[src/rtl/wfg_stim_ramp_pkg.sv]
// wfg_stim_ramp_pkg: shared types for the ramp stimulus generator.
// The triangle feature is compiled in with `WFG_STIM_RAMP_TRIANGLE_EN`.
package wfg_stim_ramp_pkg;

    typedef enum logic [1:0] {
        ST_IDLE  = 2'd0,
        ST_RUN   = 2'd1,
        ST_DRAIN = 2'd2
    } state_t;

    typedef enum logic {
        MODE_SAWTOOTH = 1'b0,
        MODE_TRIANGLE = 1'b1
    } mode_t;

    typedef enum logic {
        DIR_UP   = 1'b0,
        DIR_DOWN = 1'b1
    } dir_t;

endpackage

[src/rtl/wfg_stim_ramp_step.sv]
// wfg_stim_ramp_step: combinational successor logic for the ramp.
// Given the current sample, direction and configuration it returns the
// next sample, its direction and whether that sample ends a period.
// With `restart` set the result is the first sample of a new run.
// The triangle path (subtractor, clamps, direction) exists only when
// `WFG_STIM_RAMP_TRIANGLE_EN` is defined.
module wfg_stim_ramp_step
    import wfg_stim_ramp_pkg::*;
#(
    parameter int AXIS_DATA_WIDTH = 32
) (
    input  logic                       restart,
    input  logic [AXIS_DATA_WIDTH-1:0] cur,
    input  dir_t                       dir,
    input  mode_t                      mode,
    input  logic [AXIS_DATA_WIDTH-1:0] start,
    input  logic [AXIS_DATA_WIDTH-1:0] stop,
    input  logic [AXIS_DATA_WIDTH-1:0] inc,
    output logic [AXIS_DATA_WIDTH-1:0] next_val,
    output dir_t                       next_dir,
    output logic                       next_tlast
);

    localparam int W = AXIS_DATA_WIDTH;

    // Sawtooth sample x wraps when x+inc carries, passes stop, or inc is zero
    function automatic logic saw_wraps_f(
        input logic [W-1:0] x,
        input logic [W-1:0] step_v,
        input logic [W-1:0] bound_v
    );
        logic [W:0] sum_v;
        sum_v = {1'b0, x} + {1'b0, step_v};
        return (sum_v > {1'b0, bound_v}) || (step_v == {W{1'b0}});
    endfunction

    logic [W-1:0] saw_val_s;
    logic         saw_tlast_s;

    // Sawtooth successor; tlast looks one step ahead from the new sample
    always_comb begin
        saw_val_s = start;
        if (restart) begin
            saw_val_s = start;
        end else if (saw_wraps_f(cur, inc, stop)) begin
            saw_val_s = start;
        end else begin
            saw_val_s = cur + inc;
        end
        saw_tlast_s = saw_wraps_f(saw_val_s, inc, stop);
    end

`ifdef WFG_STIM_RAMP_TRIANGLE_EN
    logic [W:0]   up_sum_s;
    logic [W:0]   dn_diff_s;
    logic         degenerate_s;
    logic [W-1:0] tri_val_s;
    dir_t         tri_dir_s;
    logic         tri_tlast_s;

    // Triangle successor: clamp at stop going up, at start going down
    always_comb begin
        up_sum_s     = {1'b0, cur} + {1'b0, inc};
        dn_diff_s    = {1'b0, cur} - {1'b0, inc};
        degenerate_s = (start >= stop) || (inc == {W{1'b0}});
        tri_val_s    = start;
        tri_dir_s    = DIR_UP;
        tri_tlast_s  = 1'b0;
        if (restart || degenerate_s) begin
            tri_val_s   = start;
            tri_dir_s   = DIR_UP;
            tri_tlast_s = degenerate_s;
        end else if (dir == DIR_UP) begin
            if (up_sum_s > {1'b0, stop}) begin
                tri_val_s = stop;
            end else begin
                tri_val_s = up_sum_s[W-1:0];
            end
            tri_dir_s   = (tri_val_s == stop) ? DIR_DOWN : DIR_UP;
            tri_tlast_s = 1'b0;
        end else begin
            if (dn_diff_s[W] || (dn_diff_s[W-1:0] < start)) begin
                tri_val_s = start;
            end else begin
                tri_val_s = dn_diff_s[W-1:0];
            end
            tri_dir_s   = (tri_val_s == start) ? DIR_UP : DIR_DOWN;
            tri_tlast_s = (tri_val_s == start);
        end
    end

    // Select the waveform requested by the latched mode
    always_comb begin
        next_val   = saw_val_s;
        next_dir   = DIR_UP;
        next_tlast = saw_tlast_s;
        if (mode == MODE_TRIANGLE) begin
            next_val   = tri_val_s;
            next_dir   = tri_dir_s;
            next_tlast = tri_tlast_s;
        end else begin
            next_val   = saw_val_s;
            next_dir   = DIR_UP;
            next_tlast = saw_tlast_s;
        end
    end
`else
    logic unused_s;

    assign unused_s = (dir == DIR_DOWN) ^ (mode == MODE_TRIANGLE);

    // Sawtooth only: direction never leaves up
    always_comb begin
        next_val   = saw_val_s;
        next_dir   = DIR_UP;
        next_tlast = saw_tlast_s;
    end
`endif

endmodule

[src/rtl/wfg_stim_ramp.sv]
// wfg_stim_ramp: sawtooth (optionally triangle) ramp as an AXI-Stream master.
// Configuration is shadowed at enable so live register writes do not
// disturb a running ramp. Outputs come straight from registers.
// Triangle mode is built only when `WFG_STIM_RAMP_TRIANGLE_EN` is defined.
module wfg_stim_ramp
    import wfg_stim_ramp_pkg::*;
#(
    parameter int AXIS_DATA_WIDTH = 32
) (
    input  logic                       wb_clk_i,
    input  logic                       wb_rst_i,
    input  logic                       ctrl_en_q_i,
    input  logic                       cfg_mode_q_i,
    input  logic [AXIS_DATA_WIDTH-1:0] cfg_start_q_i,
    input  logic [AXIS_DATA_WIDTH-1:0] cfg_stop_q_i,
    input  logic [AXIS_DATA_WIDTH-1:0] cfg_inc_q_i,
    input  logic                       wfg_stim_ramp_tready_i,
    output logic                       wfg_stim_ramp_tvalid_o,
    output logic [AXIS_DATA_WIDTH-1:0] wfg_stim_ramp_tdata_o,
    output logic                       wfg_stim_ramp_tlast_o
);

    localparam int W = AXIS_DATA_WIDTH;

    state_t       state_r;
    state_t       state_s;
    logic         tvalid_r;
    logic         tvalid_s;
    logic [W-1:0] tdata_r;
    logic [W-1:0] tdata_s;
    logic         tlast_r;
    logic         tlast_s;
    logic [W-1:0] start_r;
    logic [W-1:0] stop_r;
    logic [W-1:0] inc_r;

    logic         hs_s;
    logic         load_cfg_s;
    logic         advance_s;
    logic         restart_s;
    logic [W-1:0] step_start_s;
    logic [W-1:0] step_stop_s;
    logic [W-1:0] step_inc_s;
    mode_t        step_mode_s;
    dir_t         step_dir_s;
    logic [W-1:0] step_val_s;
    dir_t         step_next_dir_s;
    logic         step_tlast_s;

`ifdef WFG_STIM_RAMP_TRIANGLE_EN
    mode_t        mode_r;
    dir_t         dir_r;
`else
    logic         unused_cfg_s;

    assign unused_cfg_s = cfg_mode_q_i ^ (step_next_dir_s == DIR_DOWN);
`endif

    // Starting a run uses the live config; a running ramp uses the shadows
    always_comb begin
        restart_s    = (state_r == ST_IDLE);
        step_start_s = start_r;
        step_stop_s  = stop_r;
        step_inc_s   = inc_r;
        if (restart_s) begin
            step_start_s = cfg_start_q_i;
            step_stop_s  = cfg_stop_q_i;
            step_inc_s   = cfg_inc_q_i;
        end else begin
            step_start_s = start_r;
            step_stop_s  = stop_r;
            step_inc_s   = inc_r;
        end
`ifdef WFG_STIM_RAMP_TRIANGLE_EN
        step_mode_s = restart_s ? mode_t'(cfg_mode_q_i) : mode_r;
        step_dir_s  = dir_r;
`else
        step_mode_s = MODE_SAWTOOTH;
        step_dir_s  = DIR_UP;
`endif
    end

    wfg_stim_ramp_step #(
        .AXIS_DATA_WIDTH (W)
    ) u_step (
        .restart    (restart_s),
        .cur        (tdata_r),
        .dir        (step_dir_s),
        .mode       (step_mode_s),
        .start      (step_start_s),
        .stop       (step_stop_s),
        .inc        (step_inc_s),
        .next_val   (step_val_s),
        .next_dir   (step_next_dir_s),
        .next_tlast (step_tlast_s)
    );

    // Next-state and output-register logic for IDLE / RUN / DRAIN
    always_comb begin
        state_s    = state_r;
        tvalid_s   = tvalid_r;
        tdata_s    = tdata_r;
        tlast_s    = tlast_r;
        load_cfg_s = 1'b0;
        advance_s  = 1'b0;
        hs_s       = tvalid_r && wfg_stim_ramp_tready_i;
        case (state_r)
            ST_IDLE: begin
                if (ctrl_en_q_i) begin
                    load_cfg_s = 1'b1;
                    advance_s  = 1'b1;
                    tvalid_s   = 1'b1;
                    tdata_s    = step_val_s;
                    tlast_s    = step_tlast_s;
                    state_s    = ST_RUN;
                end else begin
                    tvalid_s = 1'b0;
                    state_s  = ST_IDLE;
                end
            end
            ST_RUN: begin
                if (hs_s && ctrl_en_q_i) begin
                    advance_s = 1'b1;
                    tdata_s   = step_val_s;
                    tlast_s   = step_tlast_s;
                    state_s   = ST_RUN;
                end else if (hs_s) begin
                    tvalid_s = 1'b0;
                    state_s  = ST_IDLE;
                end else if (!ctrl_en_q_i) begin
                    state_s = ST_DRAIN;
                end else begin
                    state_s = ST_RUN;
                end
            end
            ST_DRAIN: begin
                if (hs_s) begin
                    tvalid_s = 1'b0;
                    state_s  = ST_IDLE;
                end else begin
                    state_s = ST_DRAIN;
                end
            end
            default: begin
                tvalid_s = 1'b0;
                state_s  = ST_IDLE;
            end
        endcase
    end

    // State and AXI-Stream output registers
    always_ff @(posedge wb_clk_i) begin
        if (wb_rst_i) begin
            state_r  <= ST_IDLE;
            tvalid_r <= 1'b0;
            tdata_r  <= {W{1'b0}};
            tlast_r  <= 1'b0;
        end else begin
            state_r  <= state_s;
            tvalid_r <= tvalid_s;
            tdata_r  <= tdata_s;
            tlast_r  <= tlast_s;
        end
    end

    // Shadow configuration captured when a run starts
    always_ff @(posedge wb_clk_i) begin
        if (wb_rst_i) begin
            start_r <= {W{1'b0}};
            stop_r  <= {W{1'b0}};
            inc_r   <= {W{1'b0}};
        end else if (load_cfg_s) begin
            start_r <= cfg_start_q_i;
            stop_r  <= cfg_stop_q_i;
            inc_r   <= cfg_inc_q_i;
        end else begin
            start_r <= start_r;
            stop_r  <= stop_r;
            inc_r   <= inc_r;
        end
    end

`ifdef WFG_STIM_RAMP_TRIANGLE_EN
    // Triangle mode and direction, updated with each loaded sample
    always_ff @(posedge wb_clk_i) begin
        if (wb_rst_i) begin
            mode_r <= MODE_SAWTOOTH;
            dir_r  <= DIR_UP;
        end else begin
            if (load_cfg_s) begin
                mode_r <= mode_t'(cfg_mode_q_i);
            end else begin
                mode_r <= mode_r;
            end
            if (advance_s) begin
                dir_r <= step_next_dir_s;
            end else begin
                dir_r <= dir_r;
            end
        end
    end
`endif

    assign wfg_stim_ramp_tvalid_o = tvalid_r;
    assign wfg_stim_ramp_tdata_o  = tdata_r;
    assign wfg_stim_ramp_tlast_o  = tlast_r;

endmodule
[config.mk]
export PLATFORM = sky130hd
export DESIGN_NAME = wfg_stim_ramp
export DESIGN_NICKNAME = d
export VERILOG_FILES = /design/src/rtl/wfg_stim_ramp_pkg.sv /design/src/rtl/wfg_stim_ramp_step.sv /design/src/rtl/wfg_stim_ramp.sv
export SDC_FILE = /design/constraint.sdc
export NUM_CORES = 1
export LEC_CHECK = 0
export ABC_AREA = 1
export BUFFER_PORTS_ARGS = -buffer_cell sky130_fd_sc_hd__buf_4
export CAP_MARGIN = 0
export CORE_AREA = 2 2 142 144
export CTS_BUF_LIST = sky130_fd_sc_hd__clkbuf_8 sky130_fd_sc_hd__clkbuf_16
export CTS_CLUSTER_SIZE = 25
export DETAILED_ROUTE_END_ITERATION = 10
export DIE_AREA = 0 0 144 146
export PLACE_DENSITY = 0.84
export SYNTH_ARGS = -nofsm -noshare
export SYNTH_HDL_FRONTEND = slang
export SYNTH_SLANG_ARGS = --single-unit
[constraint.sdc]
create_clock -name wb_clk_i -period 16.7 [get_ports wb_clk_i]
set_input_delay 0 -clock wb_clk_i [delete_from_list [all_inputs] [get_ports wb_clk_i]]
set_output_delay 0 -clock wb_clk_i [all_outputs]
set_load 0.02 [all_outputs]
Yosys cells after proc, flatten, opt, wreduce, memory -nomap -nowiden
Index checks and enable logic that the tools add are counted.

Register bits: 132. Output and inout bits: 34. Input port bits: 101. Logic and storage cells: 47.

Reduce and logical (&&, ||, !) cells: 8. Multiplexer cells: 22. Order comparisons: 2. $add $sub $neg: 3. Equal/unequal tests: 5.

Operators with widths (number): 32-bit 2-to-1 mux (7); 32-bit by 32-bit adder with 33-bit output (2); 33-bit by 32-bit > comparator with 1-bit output (2); 32-bit case mux with 2 select lines (1); 32-bit adder (1); 32-bit logical NOT (1); 2-bit 2-to-1 mux (4); 1-bit 2-to-1 mux (7); 2-bit inequality test (second input constant) (3); 2-bit case mux with 3 select lines (1); 1-bit case mux with 3 select lines (1); 3-bit AND reduction (1); 2-bit by 1-bit == test with 1-bit output (second input constant) (1); 2-bit == test (second input constant) (1); 1-bit logical AND (2); 2-bit logical NOT (1); 1-bit logical OR (2); 1-bit case mux with 2 select lines (1); 2-bit nonzero test (1).

Logic depth before layout (Yosys ltp)
Gate-level depths: netlist (run 1).

Depth in word-level cells: 12. Depth in mapped cells: 66. Mapped depth without buffers: 64.

Modules after synthesis
From an unflattened synthesis (run 1), not the netlist that was laid out.

Cells, all modules: 1849. Area total of the unflattened synthesis: 11601.1 um2.

By module, submodules not included: wfg_stim_ramp (cells an instance 872, area an instance 5924.4 um2, sequential area each 2642.5 um2, instances 1); wfg_stim_ramp_step (cells an instance 977, area an instance 5676.7 um2, sequential area each 0.0 um2, instances 1).

Worst setup path after synthesis (run 1)
Ideal clock, no wire load.

Path type: register to register. From: reg state_r[0]. To: reg tlast_r, in the netlist wfg_stim_ramp_tlast_o. Arrival time: 7.015 ns. Required time: 16.581 ns. Setup time: 0.119 ns. Cell stages (with the launch flop): 55. Clock period less this slack: 7.134 ns. Setup slack: 9.566 ns. Path buffers: 3. Cell sequence: dfxtp_1 inv_1 ha_1 buf_6 buf_8 o21ai_2 inv_1 fa_1 o21ai_2 nand2_2 o21ai_1 nand2_1 o21ai_1 xor2_1 ha_1 nand2_1 inv_1 nand3_1 [19 not listed] a21oi_1 o21ai_0 xor2_1 ha_1 nand2_1 nor2_1 and2_1 a21boi_0 o21ai_0 nand2_1 nand2_1 nand2_1 nand2_1 nand2_1 nand2_1 nand2_1 nand2_1 a21oi_1.

Word-level cells in the longest chain between the ends: 12. Elaborated cells between the ends (all ways): 22. Classes of those cells: 3 x add/sub; 2 x order compare; 3 x eq/ne; 8 x mux; 6 x reduce/logical.

RTL lines: start: declaration (line wfg_stim_ramp.sv:25) `state_t state_r;`; start signal: assignment (line wfg_stim_ramp.sv:159) `state_r <= state_s;`; 2-bit logical NOT (*) (line wfg_stim_ramp.sv:61) `restart_s = (state_r == ST_IDLE);`; 32-bit 2-to-1 mux (line wfg_stim_ramp.sv:65) `if (restart_s) begin`; 32-bit by 32-bit adder with 33-bit output (line wfg_stim_ramp_step.sv:33) `sum_v = {1'b0, x} + {1'b0, step_v};`; 33-bit by 32-bit > comparator with 1-bit output (line wfg_stim_ramp_step.sv:34) `return (sum_v > {1'b0, bound_v}) || (step_v == {W{1'b0}});`; 1-bit logical OR (line wfg_stim_ramp_step.sv:34); 32-bit 2-to-1 mux (line wfg_stim_ramp_step.sv:45) `end else if (saw_wraps_f(cur, inc, stop)) begin`; 32-bit 2-to-1 mux (*) (line wfg_stim_ramp_step.sv:43) `if (restart) begin`; named net step_val_s[0] (line wfg_stim_ramp.sv:46) `logic [W-1:0] step_val_s;`; 32-bit by 32-bit adder with 33-bit output (*) (line wfg_stim_ramp_step.sv:33); 33-bit by 32-bit > comparator with 1-bit output (*) (line wfg_stim_ramp_step.sv:34); 1-bit logical OR (*) (line wfg_stim_ramp_step.sv:34); 1-bit 2-to-1 mux (on tied branches) (line wfg_stim_ramp.sv:122, wfg_stim_ramp.sv:109); 1-bit case mux with 2 select lines (*) (line wfg_stim_ramp.sv:107) `case (state_r)`; end signal: assignment (line wfg_stim_ramp.sv:162) `tlast_r <= tlast_s;`; end: declaration (line wfg_stim_ramp.sv:31) `logic tlast_r;`.

The timed path passes the listed nets; every way through them passes the cells marked *. The select of a mux whose other input is x is not followed. A chain may end at the register's enable or synchronous reset.

Worst setup path in the final report (run 1)
Ends and elaborated chain as after synthesis.

==> results of run 1 <==
[cell type report]
class,instances,area [sq um],share of cell area [%]
multi-input cells,1447,8198,55.99
inverters,219,824.5,5.632
well taps,265,331.6,2.265
clock buffers,17,425.4,2.905
flip-flops and latches,132,2643,18.05
clock inverters,15,177.7,1.213
repair buffers,239,2042,13.95
[routing by layer]
layer	part of all wire (%)	vias to the layer above
li1	-	6460
met1	42	6157
met2	46	719
met3	8.6	106
met4	3.3	0
met5	0	-
[cells in the mapped netlist, types with 4 or more instances]
library cell,number
buf_6,8
nand3_2,32
nand2_1,595
nand4_1,12
a211oi_1,8
nand2_4,30
nand2_2,9
nand3_1,62
nor4_1,15
o21ai_0,143
xnor2_1,15
a21o_1,11
a31oi_1,4
clkbuf_1,51
inv_1,216
nor2_1,89
buf_2,4
ha_1,132
o21a_1,6
dfxtp_1,132
xor2_1,39
a21oi_1,186
o21ai_1,11
nor3_1,14
o21bai_1,5
and2_1,4
[stage by stage]
stage	std cells	hold WS, ns	instance area, sq um
global placement	2203	0.2211	13050
CTS	2334	0.1093	14640
global route	2334	0.1441	14640
detailed placement	2203	0.2250	13050
finish	2334	0.1149	14640
floorplan	1869	0.1162	12040
[logic make-up (layout without fill, tap and decap cells)]
group,count (synthesis),after routing,share of synthesized area [%]
compound gates,391,391,17.42
xor+xnor,54,54,3.927
fa+ha+maj,134,134,14.05
buf+inv,290,490,10.16
flops,132,132,21.94
simple gates,868,868,32.50
[registers in the layout (all words and copies together), names as in the netlist]
register                count
stop_r                     32
wfg_stim_ramp_tdata_o      32
state_r                     2
start_r                    32
inc_r                      32
wfg_stim_ramp_tlast_o       1
wfg_stim_ramp_tvalid_o      1
[worst paths after layout]
path | end | depth (start not counted) | start | slack (ns)
worst min-delay path | inc_r[26]$_SDFFE_PP0P_ | 2 | wb_rst_i | 0.11
worst max register to register | wfg_stim_ramp_tlast_o$_SDFFE_PP0P_ | 51 | state_r[0]$_SDFF_PP0_ | 6.89
worst max-delay path | wfg_stim_ramp_tlast_o$_SDFFE_PP0P_ | 51 | state_r[0]$_SDFF_PP0_ | 6.89
worst min register to register | stop_r[12]$_SDFFE_PP0P_ | 2 | stop_r[12]$_SDFFE_PP0P_ | 0.45
[worst max-delay path, delay by kind of cell, from the launching register on]
kind | cells | cell delay [ns]
AO/OA/AOI/OAI | 14 | 3.39
AND/OR/NAND/NOR | 26 | 2.75
adder cells (fa/ha/maj) | 6 | 1.88
buffers and inverters | 4 | 1.25
flip-flops | 1 | 0.34
XOR/XNOR | 1 | 0.12
[power by group through the flow]
stage	clock, mW	sequential (mW)	combinational (mW)
floorplan	0	0.378	0.677
global placement	0	0.371	0.906
detailed placement	0	0.372	0.936
CTS	0.396	0.365	0.963
global route	0.409	0.368	1.09
finish	0.396	0.366	0.991
[layout by cell type (no fill, tap or decap), drive strengths merged, types with 2 or more instances in the layout]
cell type      n
o211ai         3
a21boi         3
o21ai        156
ha           132
o21bai         5
nor4          16
nor2          91
clkinv         5
o21a           6
a21o          11
and2           4
buf          140
nand3         94
nor3          14
inv          228
xnor2         15
dlygate4sd3   99
dfxtp        132
xor2          39
clkbuf        17
fa             2
a211oi         8
nand4         12
nand2        635
a31oi          4
a21oi        188
==> impl_results.md, run 1 <==
- Setup slack at placement: approximately 7.3 ns
- First-pass GRT wire length: about 63 mm
- DRT Pass-1 Iters: 6
- Crit Path Max Fanout: between 70 and 80
- Async SR Flop Fraction: 0%
- TNS Setup: 0 ns
- Clk buf depth: 2
- Synth cell types: between 50 and 60
- Htree depth: 4
- Per-cell routed wire length: 17.44 um
- Main synth FF type: dfxtp_1
- RSZ-0062 raised after global routing: no
- Hold-fix buffers, CTS: just under 100
- Setup slack after layout: 6.886 ns
- PortBufs: roughly 130
- Setup Viol. Count Final: 0
- Seq/Total Area, Yosys: between 20% and 30%
- Peak VDD IR: 83.60 uV
- Fillers: around 1,500
- Cell Area, Synth: 0.01204 sq mm
- DIE AREA: around 0.021 sq mm
- CP max-delay cell: buf_4
- Hold Violations, Final: 0
- Period utilization: approximately three fifths
- # IOs: between 100 and 150
- Post-synth top area cell: dfxtp_1
- Clk_skew: 0.01031 ns
- Clock root cell: clkbuf_16
- Core Util, Final: approximately 76%
- Final nets: 2,291
- Type of the worst min-delay path: input port to flip-flop
- Worst Path Arrival: 10.18 ns
- Static Leak: between 7 and 8 nW
- Met3 Use GR: about 5.5%
- Detailed placement HPWL: 29.19 mm
- DR vias: ~13,000
- Cts repair resizes: 0
- Worst-path clk slew: around 0.07 ns
- CP startpoint kind: flip-flop
- Worst slew pin tran: 1.052 ns
- Core area: 0.01933 sq mm
- Net Sw Frac: a little under 50%
- DR vias/cell: about 5.8
- Ys Warns: 0
- Crit. End Element: flip-flop
- EDFF count, synth: 0
- All-Layer GR Usage: between 30% and 40%
- N_diodes: 0
- PD cells: 119.7 mW/mm^2
- Pin count of the biggest net entering global routing: 77
- Initial antenna violation count: 0
- Pwr Total: 1.752 mW
- Setup Buffers After CTS: 0
- Most used cell, CP: nand2_1
- Starting Density: 62.29%
- Crit-path max cell delay: between 0.6 and 0.7 ns
- Met1 GRT Util: roughly 52%
- Die Ht: approximately 150 um
- Synth Register Bits: roughly 130
- Synth area leaders: dfxtp_1 22%, nand2_1 19%, ha_1 14%
- Clock Latency Late Sink: approximately 0.44 ns
- Syn Inst Count: about 1,900
- Max_slew headroom: about 30%
- Met2 global-route usage: about three fifths
- Gr ovfl total: 0
- Area grow syn2layout: 21.58%
- Setup CP Type: flip-flop to flip-flop
- Clk pwr share: a little under a quarter
- Seq pwr share: a little over a fifth
- Worst Path Required: 17.07 ns
- CTS tree: built
- Psw: 0.8455 mW
- CTS buffer count: 17
- Drt drc: 0
- Global placement routability congestion: 1.010
- Layer with the highest usage: met2
- Combinational Power Share: between 50 and 60%
- Starting DRT DRC Count: around 1,400
- Clock sinks: between 100 and 150
- P_int: 0.9065 mW
- Post-Syn Nets: 2,104
- Number of antenna-violating nets in the routed design: 0
- Cell Rows: around 50
- Vias in the first global route: roughly 13,000
- Post-Route WL: slightly above 40 mm
- Max-cap violations: 0
- Slew Limit Fails: 0
- FMAX: 101.9 MHz
- Minimum clock period: a little under 10 ns
- Yosys top cell area share: 21.94%
- Die Width: ~140 um
- Status: completed
- Layout cells sized above 1: between 10 and 15%
- Avg Inst Size Synth: approximately 6.4 sq um
No activity file was read; power rests on OpenSTA's default activity.
==> inputs of run 2 (changes only) <==
--- a/config.mk
+++ b/config.mk
@@ -5,15 +5,15 @@
 export SDC_FILE = /design/constraint.sdc
 export NUM_CORES = 1
 export LEC_CHECK = 0
-export ABC_AREA = 1
+export ABC_AREA = 0
 export BUFFER_PORTS_ARGS = -buffer_cell sky130_fd_sc_hd__buf_4
 export CAP_MARGIN = 0
-export CORE_AREA = 2 2 142 144
+export CORE_AREA = 2 2 139 141
 export CTS_BUF_LIST = sky130_fd_sc_hd__clkbuf_8 sky130_fd_sc_hd__clkbuf_16
 export CTS_CLUSTER_SIZE = 25
 export DETAILED_ROUTE_END_ITERATION = 10
-export DIE_AREA = 0 0 144 146
-export PLACE_DENSITY = 0.84
+export DIE_AREA = 0 0 141 143
+export PLACE_DENSITY = 0.81
 export SYNTH_ARGS = -nofsm -noshare
 export SYNTH_HDL_FRONTEND = slang
 export SYNTH_SLANG_ARGS = --single-unit
==> constraint.sdc (replaced) <==
create_clock -name wb_clk_i -period 10.2 [get_ports wb_clk_i]
set_input_delay 0 -clock wb_clk_i [delete_from_list [all_inputs] [get_ports wb_clk_i]]
set_output_delay 0 -clock wb_clk_i [all_outputs]
set_load 0.02 [all_outputs]
==> impl_results.md, run 2 <==
- Status: completed (unchanged)
- Fillers: 1,296 (was 1,522)
- Post-synth top area cell: dfxtp_1 (unchanged)
- DRT Pass-1 Iters: 8 (was 6)
- Starting Density: 59.43% (was 62.29%)
- Crit-path max cell delay: 0.61 ns (was 0.68 ns)
- Clock sinks: 132 (unchanged)
- EDFF count, synth: 0 (unchanged)
- Gr ovfl total: 0 (unchanged)
- Commonest non-fill, non-tap cell in the layout: nand2_1 (unchanged)
- Avg Inst Size Synth: 7.928 sq um (was 6.443 sq um)
- Initial antenna violation count: 1 (was 0)
- Commonest cells in the netlist: 256 x nand2_1, 174 x a21oi_1, 132 x dfxtp_1, 132 x ha_1, 62 x o21ai_0 (was 595 x nand2_1, 216 x inv_1, 186 x a21oi_1, 143 x o21ai_0)
- Async SR Flop Fraction: 0% (unchanged)
- Crit. End Element: flip-flop (unchanged)
- Final nets: 1,851 (was 2,291)
- Seq pwr share: 22.7% (was 20.9%)
- Clk buf depth: 2 (unchanged)
- Cell Rows: 50 (was 51)
- All-Layer GR Usage: 36.05% (was 38.23%)
- Synth Register Bits: 132 (unchanged)
- Worst Path Required: 10.49 ns (was 17.07 ns)
- Post-Syn Nets: 1,628 (was 2,104)
- Die Ht: 143 um (was 146 um)
- Syn Inst Count: 1,393 (was 1,869)
- Net Sw Frac: 40.73% (was 48.26%)
- FMAX: 102.1 MHz (was 101.9 MHz)
- Pin count of the biggest net entering global routing: 65 (was 77)
- CTS tree: built (unchanged)
- Number of antenna-violating nets in the routed design: 0 (unchanged)
- Max_slew headroom: 33.45% (was 29.74%)
- Setup Viol. Count Final: 0 (unchanged)
- Ys Warns: 0 (unchanged)
- # IOs: 135 (unchanged)
- DIE AREA: 0.02016 sq mm (was 0.02102 sq mm)
- Clk pwr share: 26.2% (was 22.6%)
- CTS buffer count: 17 (unchanged)
- Type of the worst min-delay path: input port to flip-flop (unchanged)
- Psw: 1.060 mW (was 0.8455 mW)
- N_diodes: 0 (unchanged)
- Worst-path clk slew: 0.06 ns (was 0.07 ns)
- Starting DRT DRC Count: 1,197 (was 1,414)
- Period utilization: 96.06% (was 58.77%)
- Cell Area, Synth: 0.01104 sq mm (was 0.01204 sq mm)
- P_int: 1.542 mW (was 0.9065 mW)
- Most used cell, CP: ha_1 (was nand2_1)
- Slew Limit Fails: 0 (unchanged)
- Worst slew pin tran: 0.9959 ns (was 1.052 ns)
- Global placement routability congestion: 1.003 (was 1.010)
- Post-Route WL: 37.17 mm (was 40.70 mm)
- Most common cell in the netlist: nand2_1 (unchanged)
- Hold Violations, Final: 0 (unchanged)
- Crit Path Max Fanout: 13 (was 76)
- Clk_skew: 0.007569 ns (was 0.01031 ns)
- Layout cells sized above 1: 18.48% (was 12.37%)
- Max-cap violations: 0 (unchanged)
- Area occupied by multi-input gates: 0.008090 sq mm (was 0.008198 sq mm)
- Detailed placement HPWL: 25.79 mm (was 29.19 mm)
- Vias in the first global route: 11,310 (was 12,630)
- Core Util, Final: 76.16% (was 75.73%)
- Per-cell routed wire length: 19.95 um (was 17.44 um)
- First-pass GRT wire length: 57.53 mm (was 63.22 mm)
- Synth cell types: 70 (was 51)
- PD cells: 183.9 mW/mm^2 (was 119.7 mW/mm^2)
- DR vias/cell: 6.406 (was 5.759)
- DR vias: 11,930 (was 13,440)
- Drt drc: 0 (unchanged)
- Peak VDD IR: 132.6 uV (was 83.60 uV)
- Minimum clock period: 9.798 ns (was 9.814 ns)
- Final hold slack: 0.03570 ns (was 0.1149 ns)
- Die Width: 141 um (was 144 um)
- Core area: 0.01858 sq mm (was 0.01933 sq mm)
- CP startpoint kind: flip-flop (unchanged)
- Reg area: 0.002643 sq mm (unchanged)
- Most frequent cells in the layout: 255 x nand2_1, 178 x buf_4, 169 x a21oi_1, 132 x dfxtp_1, 124 x ha_1 (was 594 x nand2_1, 216 x inv_1, 186 x a21oi_1, 143 x o21ai_0, 140 x buf_4)
- Static Leak: 6.433 nW (was 7.548 nW)
- Pwr Total: 2.602 mW (was 1.752 mW)
- Clock root cell: clkbuf_16 (unchanged)
- Seq/Total Area, Yosys: 23.93% (was 21.94%)
- Synth area leaders: dfxtp_1 24%, ha_1 15%, nand2_1 8.7% (was dfxtp_1 22%, nand2_1 19%, ha_1 14%)
- Worst Path Arrival: 10.09 ns (was 10.18 ns)
- Area grow syn2layout: 28.14% (was 21.58%)
- Setup CP Type: flip-flop to flip-flop (unchanged)
- Yosys top cell area share: 23.93% (was 21.94%)
- PortBufs: 133 (unchanged)
- Main synth FF type: dfxtp_1 (unchanged)
- Htree depth: 4 (unchanged)
- CP max-delay cell: or4_4 (was buf_4)
- Clock Latency Late Sink: 0.43 ns (was 0.44 ns)
- Combinational Power Share: 51.0% (was 56.5%)
- TNS Setup: 0 ns (unchanged)
run 2: repair_timing:
action,4_1_cts,5_1_grt
resized for setup,0,31
hold endpoints to repair,99,0
setup buffers,0,7
endpoints found under the setup margin,0,1
hold buffers,98,0
run 2: worst paths after layout:
kind | start | endpoint | slack [ns] | depth (start not counted)
setup / recovery | state_r[1]$_SDFF_PP0_ | wfg_stim_ramp_tlast_o$_SDFFE_PP0P_ | 0.40 | 41
hold / removal | wb_rst_i | inc_r[20]$_SDFFE_PP0P_ | 0.04 | 2
setup reg to reg | state_r[1]$_SDFF_PP0_ | wfg_stim_ramp_tlast_o$_SDFFE_PP0P_ | 0.40 | 41
hold reg to reg | stop_r[15]$_SDFFE_PP0P_ | stop_r[15]$_SDFFE_PP0P_ | 0.45 | 2
run 2: final cells by class:
| class | instances | area share [%] |
|---|---|---|
| Clock buffer | 17 | 3.006 |
| Clock inverter | 15 | 1.424 |
| Inverter | 33 | 0.8753 |
| Multi-Input combinational cell | 1152 | 57.17 |
| Sequential cell | 132 | 18.67 |
| Tap cell | 234 | 2.069 |
| Timing Repair Buffer | 280 | 16.78 |
run 2: cell families after synthesis:
group	count (synthesis)	share of synthesized area (%)
multiplexers	104	9.971
AND/OR/NAND/NOR	466	19.95
adder cells (fa/ha/maj)	134	15.32
buffers and inverters	109	3.932
flip-flops	132	23.93
AO/OA/AOI/OAI	397	22.85
XOR/XNOR	51	4.045
run 2: metrics by stage:
stage          std cells  setup slack, ns  area [sq um]
6_report            1863           0.4018         14150
3_3_place_gp        1726           0.3454         12370
5_1_grt             1863         -0.05467         14150
4_1_cts             1856          0.06648         13980
2_1_floorplan       1393           0.1068         11050
3_5_place_dp        1726           0.1372         12370
run 2: per-layer routing:
metal / vias to the layer above / wire, um / GRT usage, %
met1: 5542 / 15320 / 47.05
met4: 2 / 1448 / 13.47
met5: - / 7 / 0
met3: 132 / 3859 / 7.210
met2: 698 / 16540 / 59.18
li1: 5560 / - / -
run 2: critical path, delay by kind of cell, from the launching register on:
family	cells	cell delay, ns
XOR/XNOR	1	0.10
AO/OA/AOI/OAI	21	4.88
buffers and inverters	4	0.65
adder cells (fa/ha/maj)	5	1.37
AND/OR/NAND/NOR	9	1.95
multiplexers	1	0.39
flip-flops	1	0.33
run 2: power groups by stage:
stage	clock, mW	sequential (mW)	combinational, mW
detailed placement	0	0.600	1.21
finish	0.683	0.591	1.33
global placement	0	0.598	1.18
global route	0.701	0.595	1.45
CTS	0.679	0.589	1.25
floorplan	0	0.608	0.846
